[src/rtl/hilo_fwd_file.sv]
// HI/LO special-register file with multi-stage write forwarding, a tracker for
// one outstanding multiply/divide, and an ID->EX read register that honours the stall vector.
module hilo_fwd_file #(
  parameter int DATA_W  = 32,
  parameter int NUM_FWD = 2
) (
  input  logic                              clk,
  input  logic                              rst,
  input  logic                              stall_id,
  input  logic                              stall_ex,
  input  logic [NUM_FWD*(2*DATA_W+2)-1:0]   fwd_bus,
  input  logic [2*DATA_W+1:0]               wb_bus,
  input  logic                              rd_req,
  input  logic                              md_start,
  input  logic                              md_cancel,
  input  logic                              md_done,
  input  logic [DATA_W-1:0]                 md_hi,
  input  logic [DATA_W-1:0]                 md_lo,
  output logic [DATA_W-1:0]                 hi_data,
  output logic [DATA_W-1:0]                 lo_data,
  output logic                              hilo_stall_req,
  output logic                              md_busy,
  output logic                              md_err
);

  localparam int BUS_W = 2*DATA_W + 2;

  typedef enum logic {
    IDLE = 1'b0,
    BUSY = 1'b1
  } state_t;

  state_t              state_reg;
  logic                md_busy_reg;
  logic                md_err_reg;

  logic [DATA_W-1:0]   hi_reg;
  logic [DATA_W-1:0]   lo_reg;
  logic [DATA_W-1:0]   hi_data_reg;
  logic [DATA_W-1:0]   lo_data_reg;

  logic [DATA_W-1:0]   hi_next;
  logic [DATA_W-1:0]   lo_next;
  logic [DATA_W-1:0]   hi_data_next;
  logic [DATA_W-1:0]   lo_data_next;

  logic                md_accept;

  logic                wb_hi_we;
  logic                wb_lo_we;
  logic [DATA_W-1:0]   wb_hi;
  logic [DATA_W-1:0]   wb_lo;

  logic [NUM_FWD-1:0]  slot_hi_we;
  logic [NUM_FWD-1:0]  slot_lo_we;
  logic [DATA_W-1:0]   slot_hi [NUM_FWD];
  logic [DATA_W-1:0]   slot_lo [NUM_FWD];

  // Split each forwarding slot into its {hi_we, lo_we, hi, lo} fields.
  generate
    for (genvar gi = 0; gi < NUM_FWD; gi++) begin : g_slot
      assign slot_hi_we[gi] = fwd_bus[gi*BUS_W + BUS_W - 1];
      assign slot_lo_we[gi] = fwd_bus[gi*BUS_W + BUS_W - 2];
      assign slot_hi[gi]    = fwd_bus[gi*BUS_W + DATA_W +: DATA_W];
      assign slot_lo[gi]    = fwd_bus[gi*BUS_W +: DATA_W];
    end
  endgenerate

  assign wb_hi_we = wb_bus[BUS_W-1];
  assign wb_lo_we = wb_bus[BUS_W-2];
  assign wb_hi    = wb_bus[DATA_W +: DATA_W];
  assign wb_lo    = wb_bus[0 +: DATA_W];

  // A result is only real if an op is outstanding and it is not being flushed.
  assign md_accept = (state_reg == BUSY) & md_done & ~md_cancel;

  // Forward value: walk oldest to youngest so the youngest writer wins each half.
  always_comb begin
    hi_next = wb_hi_we ? wb_hi : hi_reg;
    lo_next = wb_lo_we ? wb_lo : lo_reg;
    for (int k = NUM_FWD - 1; k >= 0; k--) begin
      if (slot_hi_we[k]) hi_next = slot_hi[k];
      if (slot_lo_we[k]) lo_next = slot_lo[k];
    end
    if (md_accept) begin
      hi_next = md_hi;
      lo_next = md_lo;
    end
  end

  // EX-side register: bubble when ID stalls but EX drains, hold when both stall.
  always_comb begin
    hi_data_next = hi_data_reg;
    lo_data_next = lo_data_reg;
    if (stall_id && !stall_ex) begin
      hi_data_next = '0;
      lo_data_next = '0;
    end else if (!stall_id) begin
      hi_data_next = hi_next;
      lo_data_next = lo_next;
    end
  end

  always_ff @(posedge clk) begin
    if (rst) begin
      hi_data_reg <= '0;
      lo_data_reg <= '0;
    end else begin
      hi_data_reg <= hi_data_next;
      lo_data_reg <= lo_data_next;
    end
  end

  // Architectural commit: the long op is the younger instruction, so it beats writeback.
  always_ff @(posedge clk) begin
    if (rst) begin
      hi_reg <= '0;
      lo_reg <= '0;
    end else if (md_accept) begin
      hi_reg <= md_hi;
      lo_reg <= md_lo;
    end else begin
      if (wb_hi_we) hi_reg <= wb_hi;
      if (wb_lo_we) lo_reg <= wb_lo;
    end
  end

  always_ff @(posedge clk) begin
    if (rst) begin
      state_reg   <= IDLE;
      md_busy_reg <= 1'b0;
      md_err_reg  <= 1'b0;
    end else begin
      case (state_reg)
        IDLE: begin
          if (md_done) md_err_reg <= 1'b1;
          if (md_start) begin
            state_reg   <= BUSY;
            md_busy_reg <= 1'b1;
          end
        end
        BUSY: begin
          if (md_start) md_err_reg <= 1'b1;
          if (md_cancel || md_done) begin
            state_reg   <= IDLE;
            md_busy_reg <= 1'b0;
          end
        end
      endcase
    end
  end

  // A same-cycle md_start must stall too, otherwise the reader would bypass the long op.
  assign hilo_stall_req = rd_req & ~md_cancel &
                          (md_start | ((state_reg == BUSY) & ~md_done));

  assign hi_data = hi_data_reg;
  assign lo_data = lo_data_reg;
  assign md_busy = md_busy_reg;
  assign md_err  = md_err_reg;

endmodule

[config.mk]
export PLATFORM = sky130hd
export DESIGN_NAME = hilo_fwd_file
export DESIGN_NICKNAME = d
export VERILOG_FILES = /design/src/rtl/hilo_fwd_file.sv
export SDC_FILE = /design/constraint.sdc
export NUM_CORES = 1
export LEC_CHECK = 0
export ABC_AREA = 1
export CORE_MARGIN = 2
export CORE_UTILIZATION = 39
export CTS_CLUSTER_DIAMETER = 100
export CTS_CLUSTER_SIZE = 24
export DETAILED_ROUTE_END_ITERATION = 6
export GPL_TIMING_DRIVEN = 0
export PLACE_DENSITY_LB_ADDON = 0.08
export SKIP_LAST_GASP = 1
export SYNTH_ARGS = -nofsm -noshare
export SYNTH_HDL_FRONTEND = slang
export SYNTH_SLANG_ARGS = --single-unit
export TNS_END_PERCENT = 1
[constraint.sdc]
create_clock -name clk -period 1.12 [get_ports clk]
set_input_delay 0.224 -clock clk [delete_from_list [all_inputs] [get_ports clk]]
set_output_delay 0.224 -clock clk [all_outputs]
set_load 0.01 [all_outputs]
==> results.sh <==
export IMPL_status="finished with violations"
export IMPL_violations="setup timing"
export IMPL_die_w_um=145.0
export IMPL_cp_required_ns=0.90
export IMPL_grt_max_degree=17
export IMPL_stdcell_count=1972
export IMPL_ys_ff_latch=131
export IMPL_die_area_um2=21020
export IMPL_timing_rr_start="state_reg$_SDFF_PP0_"
export IMPL_coreArea_um2=19460
export IMPL_cts_path_max_buffers=2
export IMPL_rows=51
export IMPL_ys_seq_area_share_pct=33.83
export IMPL_grt_use_total_pct=29.48
export IMPL_htreeDepth=4
export IMPL_place_hpwl_mm=23.29
export IMPL_fin_crit_sh_pct=125.9
export IMPL_final_layout_size_suffix_gt1_share_pct=6.158
export IMPL_maxSlewViolCount=0
export IMPL_end_kind="output port"
export IMPL_hold_path_depth=4
export IMPL_antenna_found_initial=3
export IMPL_layout_commonest_cell="nand2_1"
export IMPL_syn_area_um2=7752
export IMPL_ys_warn_count=0
export IMPL_clk_latency_ns=0.42
export IMPL_synth_area_per_cell_um2=5.803
export IMPL_drc=0
export IMPL_cp_cell_sequence="buf_6 > nand2_4 > a21oi_2 > buf_2"
export IMPL_power_density_nw_per_um2=1136
export IMPL_hold_viol=0
export IMPL_critPathMaxStageDelay_ns=0.34
export IMPL_drt_iter0_drc=601
export IMPL_cts_hold_buf=0
export IMPL_overflow=0
export IMPL_cts_tree="built"
export IMPL_fin_nets=1964
export IMPL_place_inst=1931
export IMPL_layout_area_overhead_vs_synth_pct=55.86
export IMPL_synthCells=1336
export IMPL_cts_buffers=17
export IMPL_start_kind="register"
export IMPL_clk_pin_slew_ns=0.06
export IMPL_gp_congestion=0.9009
export IMPL_peakVddDrop_v=0.001162
export IMPL_seq_area_um2=2624
export IMPL_dr_pass1_iters=7
export IMPL_synth_cell_types=15
export IMPL_portBuffers=330
export IMPL_cts_sinks=131
export IMPL_p_leak_nw=6.141
export IMPL_ant_nets=0
export IMPL_io_pins=337
export IMPL_worstPathMaxFanout=3
export IMPL_crit_arrival_ns=1.19
export IMPL_maxCapViolations=0
export IMPL_fin_ws_ns=-0.2899
export IMPL_fill_cells=1949
export IMPL_wire_per_inst_um=16.19
export IMPL_r2r_end="hi_data[13]$_SDFFE_PP0N_"
export IMPL_cts_root_buf="clkbuf_16"
export IMPL_hold_end="lo_reg[23]$_SDFF_PP0_"
export IMPL_synth_largest_area_cell="dfxtp_1"
export IMPL_synthTopCellsByArea="dfxtp_1 34%, nand2_1 19%, a21oi_1 13%"
export IMPL_r2r_cells=7
export IMPL_grt_pass1_wl_mm=49.43
export IMPL_avgViaCountPerCell=4.934
export IMPL_min_from="wb_bus[64]"
export IMPL_worst_slew_pin_slew_ns=0.6373
export IMPL_multi_input_area_um2=3945
export IMPL_fmax_mhz=709.3
export IMPL_synth_nets=1606
export IMPL_rrSetupSlack_ns=-0.23
export IMPL_die_y_um=145.0
export IMPL_hold_path_class="primary input to register"
export IMPL_synth_top_cell_area_share_pct=33.83
export IMPL_setup_violations=194
export IMPL_rsz0062_at_grt="yes"
export IMPL_crit_type="register to output port"
export IMPL_crit_path_top_delay_cell="dfxtp_2"
export IMPL_start_util_pct=39.83
export IMPL_finClkSkew_ns=0.008276
export IMPL_vias=9730
export IMPL_final_cell_mix="385 x nand2_1, 263 x clkdlybuf4s50_1, 204 x inv_1, 192 x a21oi_1"
export IMPL_fin_setup_tns_ns=-30.50
export IMPL_wl_mm=31.92
export IMPL_slew_limit_headroom_pct=57.51
export IMPL_fin_crit_ns=1.410
export IMPL_grt_pass1_vias=9324
worst max-delay path by stage:
stage | startpoint | end | slack, ns | depth (start not counted)
2_1_floorplan | state_reg$_SDFF_PP0_ | lo_data[27]$_SDFFE_PP0N_ | -0.03 | 7
3_3_place_gp | stall_id | lo_data[21]$_SDFFE_PP0N_ | -0.98 | 8
3_5_place_dp | stall_id | lo_data[16]$_SDFFE_PP0N_ | -0.97 | 8
4_1_cts | state_reg$_SDFF_PP0_ | lo_data[22]$_SDFFE_PP0N_ | -0.28 | 9
5_1_grt | state_reg$_SDFF_PP0_ | hilo_stall_req | -0.33 | 4
6_report | state_reg$_SDFF_PP0_ | hilo_stall_req | -0.29 | 4
synth_stat cells:
library cell  count
nor2_1          130
o21ai_1          12
nand2_2           1
o211ai_1          1
a21oi_1         195
dfxtp_1         131
inv_1           204
clkbuf_1         50
buf_2            31
nand2_1         387
inv_2             2
o21ai_0          54
nor2_4            2
nand3_1         128
buf_6             8
cell families (layout without fill, tap and decap cells):
family	after synthesis	in the layout	share of synthesized area, %
other cells	0	2	0
simple gates	648	648	33.67
buf+inv	295	664	15.56
flops	131	131	33.83
compound gates	262	262	16.95
where the power goes:
group	leakage, nW	internal, W	switching [W]
Sequential	1.09	0.00502	0.000127
Combinational	4.79	0.00171	0.00170
Clock	0.260	0.00306	0.00211
Total	6.14	0.00979	0.00393
per-stage QoR:
stage                     setup WS, ns  util, %  hold slack (ns)  cell area, µm²  power (W)
after CTS                      -0.2754    61.77           0.2063           12020    0.01371
after detailed placement       -0.9702    58.55           0.4664           11390   0.008639
after global routing           -0.3297    62.08           0.2488           12080    0.01437
after global placement         -0.9767    58.55           0.4695           11390   0.008606
after floorplan               -0.03258        -           0.3784            7760   0.006856
final                          -0.2899    62.08           0.2239           12080    0.01372
repair_timing:
action,in CTS,in global routing
resized for setup,107,37
endpoints found under the setup margin,195,195
pin swaps,4,3
buffers inserted,7,0
gates cloned,2,1
critical path: cells and delay by family, from the launching register on:
kind | cells | cell delay, ns
flip-flops | 1 | 0.34
buffers and inverters | 2 | 0.25
AO/OA/AOI/OAI | 1 | 0.14
AND/OR/NAND/NOR | 1 | 0.04
final cells by class:
class / instances / share of cell area, %
Timing Repair Buffer: 339 / 27.62
Clock inverter: 7 / 0.4971
Inverter: 206 / 6.420
Buffer: 89 / 4.525
Multi-Input combinational cell: 910 / 32.65
Clock buffer: 23 / 3.790
Antenna cell: 2 / 0.04142
Sequential cell: 131 / 21.71
Tap cell: 265 / 2.744
metal layers:
metal  vias up  wire length [µm]  GRT usage [%]
li1       4862                 -              -
met5         -                 0              0
met3        59              3065          7.736
met1      4367             12700          36.10
met4         0               896          9.901
met2       442             15260          50.21
Note: power is estimated with default switching activity, not from simulation.
